**src/rtl/tfhe_pu_c2h_pkg.sv**
```systemverilog
// Shared constants and types for the C2H packetizer: header layout, flags and FSM states.
package tfhe_pu_c2h_pkg;

  localparam logic [15:0] C2H_MAGIC         = 16'hC2E0;
  localparam logic [15:0] C2H_FLAG_CHECKSUM = 16'h0001;

  localparam int HDR_MAGIC_LSB = 0;
  localparam int HDR_TAG_LSB   = 16;
  localparam int HDR_LEN_LSB   = 32;
  localparam int HDR_SEQ_LSB   = 48;
  localparam int HDR_FLAG_LSB  = 64;

  typedef enum logic [1:0] {
    ST_IDLE    = 2'd0,
    ST_HEADER  = 2'd1,
    ST_PAYLOAD = 2'd2,
    ST_TRAILER = 2'd3
  } c2h_state_e;

endpackage

```
**src/rtl/tfhe_pu_sync_fifo.sv**
```systemverilog
// Single-clock first-word-fall-through FIFO with registered full/empty flags.
module tfhe_pu_sync_fifo #(
  parameter int WIDTH = 256,
  parameter int DEPTH = 16
) (
  input  logic             clk,
  input  logic             rst,
  input  logic             wr_valid_i,
  input  logic [WIDTH-1:0] wr_data_i,
  output logic             wr_ready_o,
  input  logic             rd_en_i,
  output logic [WIDTH-1:0] rd_data_o,
  output logic             empty_o
);

  localparam int AW = $clog2(DEPTH);
  localparam logic [AW-1:0] PTR_ONE = AW'(1'b1);
  localparam logic [AW:0]   CNT_ONE = (AW + 1)'(1'b1);
  localparam logic [AW:0]   CNT_MAX = (AW + 1)'(DEPTH);

  logic [WIDTH-1:0] mem_q [DEPTH];
  logic [AW-1:0]    wr_ptr_q;
  logic [AW-1:0]    rd_ptr_q;
  logic [AW:0]      cnt_q;
  logic [AW:0]      cnt_d;
  logic             full_q;
  logic             empty_q;
  logic             wr_s;
  logic             rd_s;

  assign wr_s       = wr_valid_i && !full_q;
  assign rd_s       = rd_en_i && !empty_q;
  assign wr_ready_o = !full_q;
  assign empty_o    = empty_q;
  assign rd_data_o  = mem_q[rd_ptr_q];

  // Occupancy next-state; a read and a write together leave it unchanged.
  always_comb begin
    case ({wr_s, rd_s})
      2'b10:   cnt_d = cnt_q + CNT_ONE;
      2'b01:   cnt_d = cnt_q - CNT_ONE;
      default: cnt_d = cnt_q;
    endcase
  end

  // Pointers and flags; full holds high through reset so no write is taken then.
  always_ff @(posedge clk) begin
    if (rst) begin
      wr_ptr_q <= '0;
      rd_ptr_q <= '0;
      cnt_q    <= '0;
      full_q   <= 1'b1;
      empty_q  <= 1'b1;
    end else begin
      wr_ptr_q <= wr_s ? wr_ptr_q + PTR_ONE : wr_ptr_q;
      rd_ptr_q <= rd_s ? rd_ptr_q + PTR_ONE : rd_ptr_q;
      cnt_q    <= cnt_d;
      full_q   <= (cnt_d == CNT_MAX);
      empty_q  <= (cnt_d == '0);
    end
  end

  // Storage array.
  always_ff @(posedge clk) begin
    if (wr_s) begin
      mem_q[wr_ptr_q] <= wr_data_i;
    end
  end

endmodule

```
**src/rtl/tfhe_pu_c2h_packetizer.sv**
```systemverilog
// Frames processing-unit result words into header + payload AXI4-Stream packets for the DMA C2H channel.
// Optional checksum trailer beat when C2H_CHECKSUM_EN is defined.
module tfhe_pu_c2h_packetizer
  import tfhe_pu_c2h_pkg::*;
#(
  parameter int DATA_W       = 256,
  parameter int WORDS_PER_CT = 64,
  parameter int FIFO_DEPTH   = 16,
  parameter int TAG_W        = 16
) (
  input  logic                clk,
  input  logic                rst,
  input  logic                i_start,
  input  logic [TAG_W-1:0]    i_tag,
  input  logic                s_valid,
  input  logic [DATA_W-1:0]   s_data,
  output logic                s_ready,
  output logic [DATA_W-1:0]   m_axis_tdata,
  output logic [DATA_W/8-1:0] m_axis_tkeep,
  output logic                m_axis_tvalid,
  input  logic                m_axis_tready,
  output logic                m_axis_tlast,
  output logic                o_busy,
  output logic                o_start_drop,
  output logic [31:0]         o_pkt_count
);

`ifdef C2H_CHECKSUM_EN
  localparam bit CSUM_EN = 1'b1;
`else
  localparam bit CSUM_EN = 1'b0;
`endif
  localparam logic [15:0] PKT_WORDS = 16'(WORDS_PER_CT);
  localparam logic [15:0] LAST_BEAT = 16'(WORDS_PER_CT - 1);

  c2h_state_e        state_q, state_d;
  logic              tvalid_q, tvalid_d;
  logic              tlast_q, tlast_d;
  logic [DATA_W-1:0] tdata_q, tdata_d;
  logic              busy_q, busy_d;
  logic              drop_q, drop_d;
  logic [15:0]       beat_q, beat_d;
  logic [15:0]       seq_q, seq_d;
  logic [31:0]       pkt_cnt_q, pkt_cnt_d;
`ifdef C2H_CHECKSUM_EN
  logic [DATA_W-1:0] csum_q, csum_d;
`endif
  logic [DATA_W-1:0] hdr_s;
  logic [DATA_W-1:0] fifo_data_s;
  logic              fifo_empty_s;
  logic              fifo_rd_s;
  logic              hs_s;

  tfhe_pu_sync_fifo #(
    .WIDTH (DATA_W),
    .DEPTH (FIFO_DEPTH)
  ) u_result_fifo (
    .clk        (clk),
    .rst        (rst),
    .wr_valid_i (s_valid),
    .wr_data_i  (s_data),
    .wr_ready_o (s_ready),
    .rd_en_i    (fifo_rd_s),
    .rd_data_o  (fifo_data_s),
    .empty_o    (fifo_empty_s)
  );

  assign hs_s          = tvalid_q && m_axis_tready;
  assign m_axis_tdata  = tdata_q;
  assign m_axis_tkeep  = '1;
  assign m_axis_tvalid = tvalid_q;
  assign m_axis_tlast  = tlast_q;
  assign o_busy        = busy_q;
  assign o_start_drop  = drop_q;
  assign o_pkt_count   = pkt_cnt_q;

  // Header beat assembled from the live tag and current sequence number.
  always_comb begin
    hdr_s = '0;
    hdr_s[HDR_MAGIC_LSB +: 16] = C2H_MAGIC;
    hdr_s[HDR_TAG_LSB   +: 16] = 16'(i_tag);
    hdr_s[HDR_LEN_LSB   +: 16] = PKT_WORDS;
    hdr_s[HDR_SEQ_LSB   +: 16] = seq_q;
`ifdef C2H_CHECKSUM_EN
    hdr_s[HDR_FLAG_LSB  +: 16] = C2H_FLAG_CHECKSUM;
`endif
  end

  // FSM state register.
  always_ff @(posedge clk) begin
    if (rst) begin
      state_q <= ST_IDLE;
    end else begin
      state_q <= state_d;
    end
  end

  // FSM next-state; beat_q == PKT_WORDS means the last payload beat is in the output register.
  always_comb begin
    state_d = state_q;
    case (state_q)
      ST_IDLE:    state_d = i_start ? ST_HEADER : ST_IDLE;
      ST_HEADER:  state_d = hs_s ? ST_PAYLOAD : ST_HEADER;
      ST_PAYLOAD: begin
        if (hs_s && (beat_q == PKT_WORDS)) begin
          state_d = CSUM_EN ? ST_TRAILER : ST_IDLE;
        end else begin
          state_d = ST_PAYLOAD;
        end
      end
      ST_TRAILER: state_d = hs_s ? ST_IDLE : ST_TRAILER;
      default:    state_d = ST_IDLE;
    endcase
  end

  // FSM outputs and skid-style output register loading.
  always_comb begin
    tvalid_d  = tvalid_q;
    tlast_d   = tlast_q;
    tdata_d   = tdata_q;
    busy_d    = busy_q;
    beat_d    = beat_q;
    seq_d     = seq_q;
    pkt_cnt_d = pkt_cnt_q;
    fifo_rd_s = 1'b0;
    drop_d    = i_start && (state_q != ST_IDLE);
`ifdef C2H_CHECKSUM_EN
    csum_d    = csum_q;
`endif
    case (state_q)
      ST_IDLE: begin
        if (i_start) begin
          tvalid_d = 1'b1;
          tlast_d  = 1'b0;
          tdata_d  = hdr_s;
          busy_d   = 1'b1;
        end else begin
          tvalid_d = 1'b0;
        end
      end
      ST_HEADER: begin
        beat_d = 16'd0;
        if (hs_s) begin
`ifdef C2H_CHECKSUM_EN
          csum_d = '0;
`endif
          if (!fifo_empty_s) begin
            tvalid_d  = 1'b1;
            tdata_d   = fifo_data_s;
            tlast_d   = !CSUM_EN && (LAST_BEAT == 16'd0);
            beat_d    = 16'd1;
            fifo_rd_s = 1'b1;
          end else begin
            tvalid_d = 1'b0;
            tlast_d  = 1'b0;
          end
        end else begin
          tvalid_d = tvalid_q;
        end
      end
      ST_PAYLOAD: begin
`ifdef C2H_CHECKSUM_EN
        csum_d = hs_s ? (csum_q ^ tdata_q) : csum_q;
`endif
        if (hs_s && (beat_q == PKT_WORDS)) begin
`ifdef C2H_CHECKSUM_EN
          tvalid_d = 1'b1;
          tlast_d  = 1'b1;
          tdata_d  = csum_q ^ tdata_q;
`else
          tvalid_d  = 1'b0;
          tlast_d   = 1'b0;
          busy_d    = 1'b0;
          pkt_cnt_d = pkt_cnt_q + 32'd1;
          seq_d     = seq_q + 16'd1;
`endif
        end else if ((!tvalid_q || hs_s) && !fifo_empty_s) begin
          tvalid_d  = 1'b1;
          tdata_d   = fifo_data_s;
          tlast_d   = !CSUM_EN && (beat_q == LAST_BEAT);
          beat_d    = beat_q + 16'd1;
          fifo_rd_s = 1'b1;
        end else if (hs_s) begin
          tvalid_d = 1'b0;
          tlast_d  = 1'b0;
        end else begin
          tvalid_d = tvalid_q;
        end
      end
      ST_TRAILER: begin
        if (hs_s) begin
          tvalid_d  = 1'b0;
          tlast_d   = 1'b0;
          busy_d    = 1'b0;
          pkt_cnt_d = pkt_cnt_q + 32'd1;
          seq_d     = seq_q + 16'd1;
        end else begin
          tvalid_d = tvalid_q;
        end
      end
      default: begin
        tvalid_d = 1'b0;
        tlast_d  = 1'b0;
        busy_d   = 1'b0;
      end
    endcase
  end

  // Datapath and status registers.
  always_ff @(posedge clk) begin
    if (rst) begin
      tvalid_q  <= 1'b0;
      tlast_q   <= 1'b0;
      tdata_q   <= '0;
      busy_q    <= 1'b0;
      drop_q    <= 1'b0;
      beat_q    <= 16'd0;
      seq_q     <= 16'd0;
      pkt_cnt_q <= 32'd0;
`ifdef C2H_CHECKSUM_EN
      csum_q    <= '0;
`endif
    end else begin
      tvalid_q  <= tvalid_d;
      tlast_q   <= tlast_d;
      tdata_q   <= tdata_d;
      busy_q    <= busy_d;
      drop_q    <= drop_d;
      beat_q    <= beat_d;
      seq_q     <= seq_d;
      pkt_cnt_q <= pkt_cnt_d;
`ifdef C2H_CHECKSUM_EN
      csum_q    <= csum_d;
`endif
    end
  end

endmodule

```
**config.mk**
```make
export PLATFORM = sky130hd
export DESIGN_NAME = tfhe_pu_c2h_packetizer
export DESIGN_NICKNAME = d
export VERILOG_FILES = /design/src/rtl/tfhe_pu_c2h_pkg.sv /design/src/rtl/tfhe_pu_sync_fifo.sv /design/src/rtl/tfhe_pu_c2h_packetizer.sv
export SDC_FILE = /design/constraint.sdc
export NUM_CORES = 2
export LEC_CHECK = 0
export BUFFER_PORTS_ARGS = -buffer_cell sky130_fd_sc_hd__buf_2
export CORE_ASPECT_RATIO = 1.75
export CORE_UTILIZATION = 40
export CTS_CLUSTER_DIAMETER = 40
export CTS_CLUSTER_SIZE = 12
export DETAILED_ROUTE_END_ITERATION = 6
export MAX_ROUTING_LAYER = met4
export SYNTH_ARGS = -nofsm -noshare
export SYNTH_HDL_FRONTEND = slang
export SYNTH_SLANG_ARGS = --single-unit
```
**constraint.sdc**
```tcl
create_clock -name clk -period 56.6 [get_ports clk]
set_input_delay 11.32 -clock clk [delete_from_list [all_inputs] [get_ports clk]]
set_output_delay 11.32 -clock clk [all_outputs]
set_load 0.02 [all_outputs]
```
==> run summary <==
Largest net degree at the start of global routing: 124
Starting DRC count in detailed routing: 6996
Die Ht: 854 µm
Root Buffer: clkbuf_16
Tcrit/Tclk final: 25.9%
Drc violations: 2
Slew @ Worst Pin: 1430 ps
PD cells: 35.1 nW/µm²
First-pass GRT wire length: 598 mm
Final setup violation count: 0
Ranking of synthesized cells by area: edfxtp_1 (74%), mux4_2 (17%), dfxtp_1 (4.2%), a22o_1 (1.1%), buf_2 (0.42%)
Initial Util: 40.2%
Final core utilization: 45.9%
Startpoint types: input port
Clock Latency Late Sink: 970 ps
Boundary Pins: 602
Reg2Reg Depth: 8
Total track usage: 20.5%
Vias in the first global route: 80900
Post-synthesis sequential area ratio: 78.4%
Rel. slew slack: 4.95%
Setup crit end kind: flip-flop
Avg Inst Size Synth: 23.7 µm²
Clk sinks: 4441
Final WL: 418 mm
Final ANT Viol Nets: 0
Fin area: 189000 µm²
Number of synthesized flops with an enable pin: 4096
Post-synthesis cell area: 166000 µm²
Hold Path Cell Cnt: 1
Post-Route Skew: 78.0 ps
VDD IR max: 0.0315 mV
Worst min-delay path category: flip-flop to flip-flop
Critical Path Fanout Max: 50
Seq cells post-synth: 4441
Area delta synth->final: 14.2%
Fmax: 68.2 MHz
Final slew viol count: 0
Worst Path Arrival: 15240 ps
Max Cap Violations: 0
Worst endpoint required time: 57180 ps
Violated checks: DRC
Post CTS Setup Buffer Count: 0
Post-Synthesis Cells: 7005
Status: finished, violations left
Post-synth top area share: 74.2%
Share of cells above drive strength 1: 31.5%
Primary FF master, synth: edfxtp_1
Final hold vios: 0
# hold bufs at CTS: 0
RSZ-0062 raised after global routing: false
Leak: 58.1 nW
Dpl cell area: 175000 µm²
Die X: 489 µm
Setup crit start: s_valid
Core outline area: 413000 µm²
WS Path Type: input port to flip-flop
Via density: 5.59
Port bufs: 569
Initial antenna violation count: 128
Unique masters post-synth: 57
R2r setup slk: 50360 ps
Total congestion overflow: 0
Die Area: 417000 µm²
Vias: 76800
YS warnings: 0
Setup TNS: 0 ps
Critical Path End: u_result_fifo.mem_q[12][169]
Post-CTS Resized: 0
Final Power: 6.63 mW
GP Congestion: 0.811
Row Count: 312
Synth area leader: edfxtp_1
Maximum buffer depth of the clock tree: 4
Wire per inst: 30.4 µm
CTS clk-pin slew, worst paths: 50 ps
Pre-antenna DRT Iters: 7
Nets: 8093
CTS tree: built
H-tree depth: 5
Async SR Flop Fraction: 0%
Post-route minimum period: 14660 ps
Inserted Clock Buffers: 455
Worst r2r dst: m_axis_tdata[76]
Post-DP HPWL: 237 mm
-- cells in the final DEF (no fill, tap or decap), types with 64 or more instances in the layout --
cell type and count:
edfxtp_1 4096, mux4_2 1235, buf_2 568, clkbuf_16 465
dfxtp_1 341, clkbuf_1 226, a22o_1 217, nor2_1 153
buf_4 131, diode_2 81, a21oi_1 64
-- metal layers --
layer	vias to the layer above	global-route usage [%]	routed length [µm]
met1	42000	25.9	167000
met2	2564	34.4	215000
met4	0	5.01	10300
li1	31600	-	-
met5	-	-	0
met3	644	3.58	25600
-- cells in the mapped netlist, drive strengths merged (14+ instances only) --
master     n
a211oi    27
a21oi     64
a22o     217
a22oi     37
buf      243
clkbuf   167
dfxtp    345
edfxtp  4096
ha        17
inv       19
mux2i     41
mux4    1235
nand2     51
nand3     33
nand4     14
nor2     168
nor3      24
o21ai     28
xnor2     24
xor2      36
-- metrics by stage --
stage               setup WS (ps)  hold slack (ps)  cells
CTS                         41820              474  13600
detailed placement          40760              460  12800
global route                41770              484  13700
finish                      41940              471  13700
global placement            40770              455  12800
floorplan                   26310              459   7036
-- report_power, final --
group	internal, mW	switching (mW)
logic	0.0468	0.122
registers	3.62	0.0145
clock network	1.60	1.24
-- final cells by class --
cell class                      count  area [µm²]
Sequential cell                  4441      130000
Clock buffer                      710       12700
Tap cell                         5495        6880
Fill cell                       34000      223000
Clock inverter                    102        1160
Timing Repair Buffer              716        4160
Antenna cell                       81         203
Multi-Input combinational cell   2165       34100
Inverter                           20        76.3
-- state kept, by name, summed over array words and instances (netlist names), named ones only --
signal / count
u_result_fifo.mem_q: 4096
m_axis_tlast: 1
u_result_fifo.full_q: 1
u_result_fifo.empty_o: 1
seq_q: 16
m_axis_tvalid: 1
o_start_drop: 1
u_result_fifo.rd_ptr_q: 4
m_axis_tdata: 256
o_pkt_count: 32
beat_q: 16
o_busy: 1
u_result_fifo.cnt_q: 5
u_result_fifo.wr_ptr_q: 4
state_q: 2
-- worst max-delay path, stage by stage --
cell     delay, ps
buf_2           80
nor2b_1        120
buf_4          230
nand2_1        250
nor2_4         140
buf_4          550
buf_4          760
buf_4          800
buf_4          720
-- worst min path at each step --
stage                                    from                end
finish                      m_axis_tdata[213]  m_axis_tdata[213]
global route                m_axis_tdata[245]  m_axis_tdata[245]
CTS                         m_axis_tdata[201]  m_axis_tdata[201]
detailed placement           m_axis_tdata[88]   m_axis_tdata[88]
global placement            m_axis_tdata[249]  m_axis_tdata[249]
floorplan           u_result_fifo.rd_ptr_q[3]          flip-flop
-- cells by family after synthesis --
group	Yosys count	synth area share (%)
mux	1281	17.1
simple gates	356	1.01
buf+inv	430	1.20
xor+xnor	60	0.317
compound gates	419	1.93
fa+ha+maj	17	0.128
flops	4441	78.4
other cells	1	0.00226
Power figures use the tool's default switching activity.
